File: src/rtl/cache_refill_ctrl.sv
// Memory-side refill engine for the direct-mapped data cache: fetches a 4-word
// line one beat at a time and returns it with a one-cycle valid (or error) strobe.
module cache_refill_ctrl #(
   parameter int DATA_WIDTH     = 32,
   parameter int WORDS_PER_LINE = 4,
   parameter int TIMEOUT        = 255
) (
   input  logic                  clk,
   input  logic                  rst_n,
   input  logic                  miss_req,
   input  logic [DATA_WIDTH-1:0] miss_addr,
   output logic                  busy,
   output logic                  refill_valid,
   output logic                  refill_err,
   output logic [DATA_WIDTH-7:0] refill_tag,
   output logic [DATA_WIDTH-1:0] d0,
   output logic [DATA_WIDTH-1:0] d1,
   output logic [DATA_WIDTH-1:0] d2,
   output logic [DATA_WIDTH-1:0] d3,
   output logic                  mem_req,
   output logic [DATA_WIDTH-1:0] mem_addr,
   input  logic                  mem_rvalid,
   input  logic [DATA_WIDTH-1:0] mem_rdata
);

   localparam int                WAIT_W    = (TIMEOUT < 2) ? 1 : $clog2(TIMEOUT + 1);
   localparam logic [WAIT_W-1:0] WAIT_LAST = WAIT_W'(TIMEOUT - 1);
   localparam logic [1:0]        LAST_BEAT = 2'(WORDS_PER_LINE - 1);

   typedef enum logic [1:0] {IDLE, FETCH, RESP, ERR} state_t;

   state_t                  state_q, state_d;
   logic [1:0]              beat_q, beat_d;
   logic [WAIT_W-1:0]       wait_q, wait_d;
   logic [DATA_WIDTH-7:0]   tag_q, tag_d;
   logic [DATA_WIDTH-1:0]   mem_addr_q, mem_addr_d;
   logic                    mem_req_q, mem_req_d;
   logic                    busy_q, busy_d;
   logic                    valid_q, valid_d;
   logic                    err_q, err_d;
   logic                    capture;
   logic [DATA_WIDTH-1:0]   word_q [WORDS_PER_LINE];
   logic                    unused_offset_bits;

   // Line base is word-aligned to 16 bytes, so the low offset bits never matter.
   assign unused_offset_bits = ^miss_addr[3:0];

   always_comb begin
      state_d    = state_q;
      beat_d     = beat_q;
      wait_d     = wait_q;
      tag_d      = tag_q;
      mem_addr_d = mem_addr_q;
      mem_req_d  = 1'b0;
      valid_d    = 1'b0;
      err_d      = 1'b0;
      capture    = 1'b0;
      case (state_q)
         IDLE: begin
            if (miss_req) begin
               state_d    = FETCH;
               tag_d      = miss_addr[DATA_WIDTH-1:6];
               mem_addr_d = {miss_addr[DATA_WIDTH-1:4], 4'b0000};
               beat_d     = 2'd0;
               wait_d     = '0;
               mem_req_d  = 1'b1;
            end
         end
         FETCH: begin
            mem_req_d = 1'b1;
            if (mem_rvalid) begin
               capture = 1'b1;
               wait_d  = '0;
               if (beat_q == LAST_BEAT) begin
                  state_d   = RESP;
                  mem_req_d = 1'b0;
                  valid_d   = 1'b1;
               end else begin
                  beat_d     = beat_q + 2'd1;
                  mem_addr_d = mem_addr_q + DATA_WIDTH'(4);
               end
            end else if ((TIMEOUT != 0) && (wait_q == WAIT_LAST)) begin
               state_d   = ERR;
               mem_req_d = 1'b0;
               err_d     = 1'b1;
               wait_d    = '0;
            end else begin
               wait_d = wait_q + WAIT_W'(1);
            end
         end
         RESP:    state_d = IDLE;
         ERR:     state_d = IDLE;
         default: state_d = IDLE;
      endcase
      busy_d = (state_d != IDLE);
   end

   always_ff @(posedge clk or negedge rst_n) begin
      if (!rst_n) begin
         state_q    <= IDLE;
         beat_q     <= '0;
         wait_q     <= '0;
         tag_q      <= '0;
         mem_addr_q <= '0;
         mem_req_q  <= 1'b0;
         busy_q     <= 1'b0;
         valid_q    <= 1'b0;
         err_q      <= 1'b0;
         for (int i = 0; i < WORDS_PER_LINE; i++) word_q[i] <= '0;
      end else begin
         state_q    <= state_d;
         beat_q     <= beat_d;
         wait_q     <= wait_d;
         tag_q      <= tag_d;
         mem_addr_q <= mem_addr_d;
         mem_req_q  <= mem_req_d;
         busy_q     <= busy_d;
         valid_q    <= valid_d;
         err_q      <= err_d;
         if (capture) word_q[beat_q] <= mem_rdata;
      end
   end

   assign busy         = busy_q;
   assign refill_valid = valid_q;
   assign refill_err   = err_q;
   assign refill_tag   = tag_q;
   assign mem_req      = mem_req_q;
   assign mem_addr     = mem_addr_q;
   assign d0           = word_q[0];
   assign d1           = word_q[1];
   assign d2           = word_q[2];
   assign d3           = word_q[3];

endmodule

File: config.mk
export PLATFORM = sky130hd
export DESIGN_NAME = cache_refill_ctrl
export DESIGN_NICKNAME = d
export VERILOG_FILES = /design/src/rtl/cache_refill_ctrl.sv
export SDC_FILE = /design/constraint.sdc
export NUM_CORES = 1
export LEC_CHECK = 0
export ABC_CLOCK_PERIOD_IN_PS = 1900
export BUFFER_PORTS_ARGS = -buffer_cell sky130_fd_sc_hd__buf_2
export CORE_MARGIN = 5
export CORE_UTILIZATION = 46
export DETAILED_ROUTE_END_ITERATION = 10
export PLACE_DENSITY = 0.72
export SKIP_LAST_GASP = 1
export SLEW_MARGIN = 10
export SYNTH_ARGS = -nofsm -noshare
export SYNTH_HDL_FRONTEND = slang
export SYNTH_SLANG_ARGS = --single-unit
File: constraint.sdc
create_clock -name clk -period 1.9 [get_ports clk]
set_input_delay 0.095 -clock clk [delete_from_list [all_inputs] [get_ports clk]]
set_output_delay 0.095 -clock clk [all_outputs]
set_load 0.02 [all_outputs]
==> impl_metrics.env, run 1 <==
export IMPL_status="complete, no violations"
export IMPL_min_path_type="in2reg"
export IMPL_die_w_um=145.1
export IMPL_antenna_found_initial=1
export IMPL_synth_warnings=0
export IMPL_drt_pre_antenna_iters=5
export IMPL_synth_area_top_cells="dfrtp_1 60%, mux2_2 17%, nand2_1 4.6%"
export IMPL_clkTransAtPathRegs_ps=80
export IMPL_synth_main_ff_cell="dfrtp_1"
export IMPL_hold_viol=0
export IMPL_cts_tree="yes"
export IMPL_maxCapViolCount=0
export IMPL_drt_iter0_markers=337
export IMPL_synth_seq_cells=200
export IMPL_final_area_mm2=0.01144
export IMPL_synth_cell_types=57
export IMPL_worstPathArrival_ps=2140
export IMPL_crit_fanout=31
export IMPL_die_area_mm2=0.02107
export IMPL_vias_per_cell=5.271
export IMPL_start_util_pct=46.77
export IMPL_syn2layout_area_growth_pct=36.20
export IMPL_nFillCells=1359
export IMPL_clock_sink_count=200
export IMPL_grt_ovfl_total=0
export IMPL_h_tree_depth=4
export IMPL_gp_congestion=0.8403
export IMPL_post_route_period_util_pct=96.21
export IMPL_max_freq_mhz=547.0
export IMPL_grtUsageTotal_pct=21.07
export IMPL_grt_pass1_wl_um=36580
export IMPL_numCtsBuffers=17
export IMPL_seqCellArea_mm2=0.005009
export IMPL_whs_ps=94.20
export IMPL_cts_root_buf="clkbuf_16"
export IMPL_worstSkewPairLatency_ps=440
export IMPL_wire_per_inst_um=17.75
export IMPL_crit_path_end_kind="flop"
export IMPL_grt_pass1_vias=6861
export IMPL_power_mw=21.19
export IMPL_synth_top_cell_area_share_pct=59.57
export IMPL_final_antenna_net_count=0
export IMPL_dr_total_vias=6604
export IMPL_rsz0062_at_grt="yes"
export IMPL_detailed_place_hpwl_um=15320
export IMPL_p_leak_nw=5.561
export IMPL_async_reset_ff_share_pct=100.0
export IMPL_core_area_mm2=0.01796
export IMPL_synth_edff_count=0
export IMPL_place_area_mm2=0.01012
export IMPL_io_buffers=251
export IMPL_num_rows=49
export IMPL_clockBufferDepth=2
export IMPL_antenna_cells=0
export IMPL_drc=0
export IMPL_tns_ps=0
export IMPL_yosys_area_top_type="dfrtp_1"
export IMPL_p_per_area_mw_per_mm2=1852
export IMPL_setup_violations=0
export IMPL_grt_max_degree=60
export IMPL_drv_slew=0
export IMPL_start_kind="flop"
export IMPL_layout_nets=1086
export IMPL_num_io_pins=258
export IMPL_finalWirelength_um=22240
export IMPL_finalCriticalPeriod_ps=1828
export IMPL_syn_inst=677
export IMPL_yosysSeqAreaShare_pct=59.57
export IMPL_die_y_um=145.1
export IMPL_cp_data_required_time_ps=2220
export IMPL_peakVddDrop_uv=1050
export IMPL_critPathKind="reg2reg"
export IMPL_synth_avg_cell_area_um2=12.41
export IMPL_drive_above_1_share_pct=46.78
export IMPL_synth_area_mm2=0.008402
export IMPL_multi_input_area_mm2=0.003229
export IMPL_clock_skew_ps=13.61
[flip-flops by register name, indices dropped and copies added (netlist names), 2 cells and up]
signal and cells:
d3 32, refill_tag 26, wait_q 8, d2 32, d0 32, state_q 2
d1 32, beat_q 2, mem_addr 30
[layer usage]
metal / share of wire, % / up-vias / global-route usage (%)
met4: 3.2 / 2 / 7.789
li1: - / 3068 / -
met5: 0.058 / - / 0
met3: 9.0 / 59 / 8.326
met2: 48 / 245 / 33.74
met1: 40 / 3230 / 25.95
[final cells by class]
class	instances	share of cell area (%)
sequential	200	43.77
tap	229	2.504
inverter	12	0.3936
clock inverter	15	1.695
multi-input combinational	429	28.22
clock buffer	17	3.717
timing repair buffer	351	19.70
[report_power, final]
part | switching [mW] | internal (mW) | total [mW]
Sequential | 1.29 | 6.28 | 7.57
Combinational | 5.90 | 4.03 | 9.93
Clock | 1.88 | 1.82 | 3.70
Total | 9.07 | 12.1 | 21.2
[cell usage after synthesis (all sizes together) (2+ instances only)]
cell type	count
a21oi	26
a22oi	5
a31oi	6
a41oi	2
and2	2
and3	4
and4	2
buf	28
clkbuf	9
dfrtp	200
ha	7
inv	12
mux2	128
mux2i	7
nand2	105
nand2b	2
nand3	24
nand4	11
nor2	24
nor3	6
nor3b	2
nor4	7
o211ai	4
o21ai	19
o22a	6
o22ai	4
or2	3
or3	3
xor2	4
[worst paths after layout]
check	from	endpoint	slack (ps)	cells after the start
setup / recovery	state_q[1]$_DFF_PN0_	d3[22]$_DFFE_PN0P_	70	5
hold / removal	miss_addr[4]	mem_addr[4]$_DFFE_PN0P_	90	4
setup reg to reg	state_q[1]$_DFF_PN0_	d3[22]$_DFFE_PN0P_	70	5
hold reg to reg	refill_tag[25]$_DFFE_PN0P_	refill_tag[25]$_DFFE_PN0P_	470	2
max in group asynchronous	rst_n	d3[0]$_DFFE_PN0P_	1110	3
min in group asynchronous	rst_n	refill_tag[6]$_DFFE_PN0P_	150	2
[timing repair]
action / CTS / global route
endpoints found under the setup margin: 3 / 20
resized for setup: 1 / 12
cloned: 0 / 1
setup buffers: 2 / 2
endpoints found under the hold margin: 365 / 0
pin swaps: 0 / 2
hold buffers: 60 / 0
[layout by cell type, fill, tap and decap left out, types with 6 or more instances in the layout]
cell | netlist | final
a31oi_1 | 6 | 6
mux2_2 | 128 | 128
nor2_1 | 24 | 24
dlygate4sd3_1 | 0 | 60
nand2_1 | 104 | 104
o21ai_0 | 19 | 18
buf_2 | 19 | 251
nand3_1 | 22 | 17
mux2i_1 | 7 | 7
buf_4 | 4 | 31
dfrtp_1 | 200 | 197
a21oi_1 | 26 | 26
buf_12 | 0 | 7
nand4_1 | 10 | 10
inv_1 | 11 | 11
clkbuf_16 | 0 | 17
nor3_1 | 6 | 6
[through the flow]
stage | util [%] | cells | worst slack (ps)
3_3_place_gp | 56.32 | 1156 | 79.31
4_1_cts | 63.23 | 1250 | 26.72
6_report | 63.70 | 1253 | 71.97
5_1_grt | 63.70 | 1253 | -10.59
2_1_floorplan | - | 678 | 58.53
3_5_place_dp | 56.32 | 1156 | 5.779
[cells by family (layout without fill, tap and decap cells)]
| family | after synthesis | after routing | synth area share, % |
|---|---|---|---|
| flip-flops | 200 | 200 | 59.57 |
| buffers and inverters | 49 | 395 | 3.127 |
| multiplexers | 135 | 135 | 17.99 |
| other | 1 | 2 | 0.04463 |
| XOR/XNOR | 4 | 4 | 0.4169 |
| adder cells (fa/ha/maj) | 7 | 7 | 1.042 |
| AND/OR/NAND/NOR | 199 | 199 | 11.68 |
| AO/OA/AOI/OAI | 82 | 82 | 6.136 |
[critical path, stage by stage, from the launching register on]
cell	delay (ps)
dfrtp_1	480
and2b_1	300
buf_4	190
nand3_2	110
buf_12	240
mux2_2	380
Note: power is estimated with default switching activity, not from simulation.
==> inputs of run 2 (changes only) <==
REMOVE_ABC_BUFFERS = 1   (was default)
==> impl_metrics.env, run 2 (same netlist as run 1, synthesis figures left out) <==
export IMPL_status="complete, no violations"
export IMPL_place_ws_ps=-57.11
export IMPL_drt_pre_antenna_iters=4
export IMPL_peakVddDrop_uv=1156
export IMPL_maxCapViolCount=0
export IMPL_p_sw_mw=8.996
export IMPL_worstSkewPairLatency_ps=430
export IMPL_p_int_mw=12.01
export IMPL_post_route_period_util_pct=95.23
export IMPL_worst_pin_slew_ps=547.7
export IMPL_ff2ff_setup_slack_ps=90
export IMPL_drive_above_1_share_pct=46.09
export IMPL_numCtsBuffers=17
export IMPL_cts_root_buf="clkbuf_16"
export IMPL_clkTransAtPathRegs_ps=80
export IMPL_vias_per_cell=5.222
export IMPL_place_inst=1155
export IMPL_layout_common_cells="250 x buf_2, 200 x dfrtp_1, 128 x mux2_2"
export IMPL_hold_end="refill_err$_DFF_PN0_"
export IMPL_layout_commonest_cell="buf_2"
export IMPL_h_tree_depth=4
export IMPL_seqPwrFrac_pct=36.1
export IMPL_die_w_um=145.1
export IMPL_drt_iter0_markers=341
export IMPL_grt_pass1_wl_um=38070
export IMPL_crit_fanout=5
export IMPL_detailed_place_hpwl_um=15420
export IMPL_start_kind="flop"
export IMPL_hold_depth=3
export IMPL_combinationalPowerShare_pct=47.1
export IMPL_nFillCells=1369
export IMPL_clock_sink_count=200
export IMPL_path_cells="nand4_4 > nor4_4 > clkdlybuf4s15_2 > a31oi_1 > a211oi_1 > nor3_1"
export IMPL_max_freq_mhz=552.7
export IMPL_rsz0062_at_grt="yes"
export IMPL_die_y_um=145.1
export IMPL_setup_slack_ps=90.62
export IMPL_worstPathArrival_ps=2110
export IMPL_crit_buf_inv=1
export IMPL_fin_cells=1251
export IMPL_layout_nets=1084
export IMPL_critPathTopFamily="simple AND/OR/NAND/NOR gates"
export IMPL_drc=0
export IMPL_clockBufferDepth=2
export IMPL_grtUsageTotal_pct=21.93
export IMPL_start_util_pct=46.77
export IMPL_antenna_found_initial=0
export IMPL_critPathKind="reg2reg"
export IMPL_cp_slowest_cell="dfrtp_1"
export IMPL_io_buffers=251
export IMPL_regToRegStartpoint="mem_addr[10]$_DFFE_PN0P_"
export IMPL_grt_max_degree=60
export IMPL_finalWirelength_um=23080
export IMPL_p_leak_nw=5.546
export IMPL_core_area_mm2=0.01796
export IMPL_num_rows=49
export IMPL_finalCriticalPeriod_ps=1809
export IMPL_grt_ovfl_total=0
export IMPL_num_io_pins=258
export IMPL_syn2layout_area_growth_pct=35.37
export IMPL_p_clk_share_pct=16.8
export IMPL_setup_violations=0
export IMPL_wire_per_inst_um=18.45
export IMPL_timing_rr_end="mem_addr[22]$_DFFE_PN0P_"
export IMPL_final_antenna_net_count=0
export IMPL_p_per_area_mw_per_mm2=1847
export IMPL_min_from="mem_rvalid"
export IMPL_antenna_cells=0
export IMPL_crit_path_end_kind="flop"
export IMPL_die_area_mm2=0.02107
export IMPL_cts_tree="yes"
export IMPL_min_path_type="in2reg"
export IMPL_gp_congestion=0.8089
export IMPL_cp_data_required_time_ps=2200
export IMPL_ff2ff_path_depth=6
export IMPL_dr_total_vias=6533
export IMPL_clock_skew_ps=12.76
export IMPL_grt_pass1_vias=6865
export IMPL_slowest_delay_ps=460
export IMPL_relSlewSlack_pct=63.45
export IMPL_drv_slew=0
export IMPL_hold_viol=0
export IMPL_p_sw_share_pct=42.84
==> run 2: per-layer routing <==
layer | wire length [um] | up-vias | part of all wire (%) | track usage [%]
met1 | 9251 | 3217 | 40 | 27.57
met4 | 278 | 0 | 1.2 | 5.037
met3 | 2388 | 16 | 10 | 9.386
li1 | - | 3039 | - | -
met2 | 11170 | 261 | 48 | 35.47
met5 | 0 | - | 0 | 0
==> run 2: what timing repair did <==
| item | 4_1_cts | 5_1_grt |
|---|---|---|
| pin swaps | 0 | 1 |
| setup endpoints to repair | 5 | 5 |
| hold buffers | 60 | 0 |
| endpoints found under the hold margin | 224 | 0 |
| buffers inserted | 0 | 3 |
| gates cloned | 0 | 1 |
| resized for setup | 1 | 3 |
==> run 2: worst min-delay path: cells and delay by family <==
family / cells / cell delay (ps)
simple gates: 1 / 90
buf+inv: 2 / 270
==> run 2: layout make-up <==
type	count	area [um2]	share of cell area (%)
well taps	229	286.5	2.519
flip-flops and latches	200	5005	44.00
inverters	12	45.04	0.3960
clock buffers	17	425.4	3.740
clock inverters	15	157.7	1.386
multi-input cells	429	3187	28.02
repair buffers	349	2267	19.93
==> run 2: power by group through the flow <==
stage          Clock, mW  Sequential [mW]  Combinational (mW)
4_1_cts             3.62             7.54                9.95
6_report            3.53             7.57                9.90
3_5_place_dp           0             7.59                9.81
3_3_place_gp           0             7.49                9.64
2_1_floorplan          0             9.93                3.52
5_1_grt             3.82             7.85                10.7
==> run 2: worst max-delay path by stage <==
stage	start	endpoint	slack [ps]	cells after the start
6_report	mem_addr[10]$_DFFE_PN0P_	mem_addr[22]$_DFFE_PN0P_	90	6
5_1_grt	beat_q[0]$_DFFE_PN0P_	mem_addr[14]$_DFFE_PN0P_	-20	8
4_1_cts	beat_q[0]$_DFFE_PN0P_	mem_addr[27]$_DFFE_PN0P_	50	6
3_5_place_dp	beat_q[0]$_DFFE_PN0P_	mem_addr[9]$_DFFE_PN0P_	-60	6
3_3_place_gp	beat_q[0]$_DFFE_PN0P_	mem_addr[9]$_DFFE_PN0P_	30	6
2_1_floorplan	state_q[0]$_DFF_PN0_	mem_addr[18]$_DFFE_PN0P_	-1500	4
==> run 2: per-stage QoR <==
step / cell area (um2) / power, mW / setup TNS, ps / utilization (%) / hold WS (ps)
2_1_floorplan: 8188 / 13.45 / -160970 / - / -200.6
3_3_place_gp: 10130 / 17.13 / 0 / 56.40 / 118.6
3_5_place_dp: 10130 / 17.40 / -89.33 / 56.40 / 124.8
4_1_cts: 11320 / 21.11 / 0 / 63.01 / 75.86
5_1_grt: 11370 / 22.37 / -34.94 / 63.31 / 107.4
6_report: 11370 / 21.00 / 0 / 63.31 / 90.29
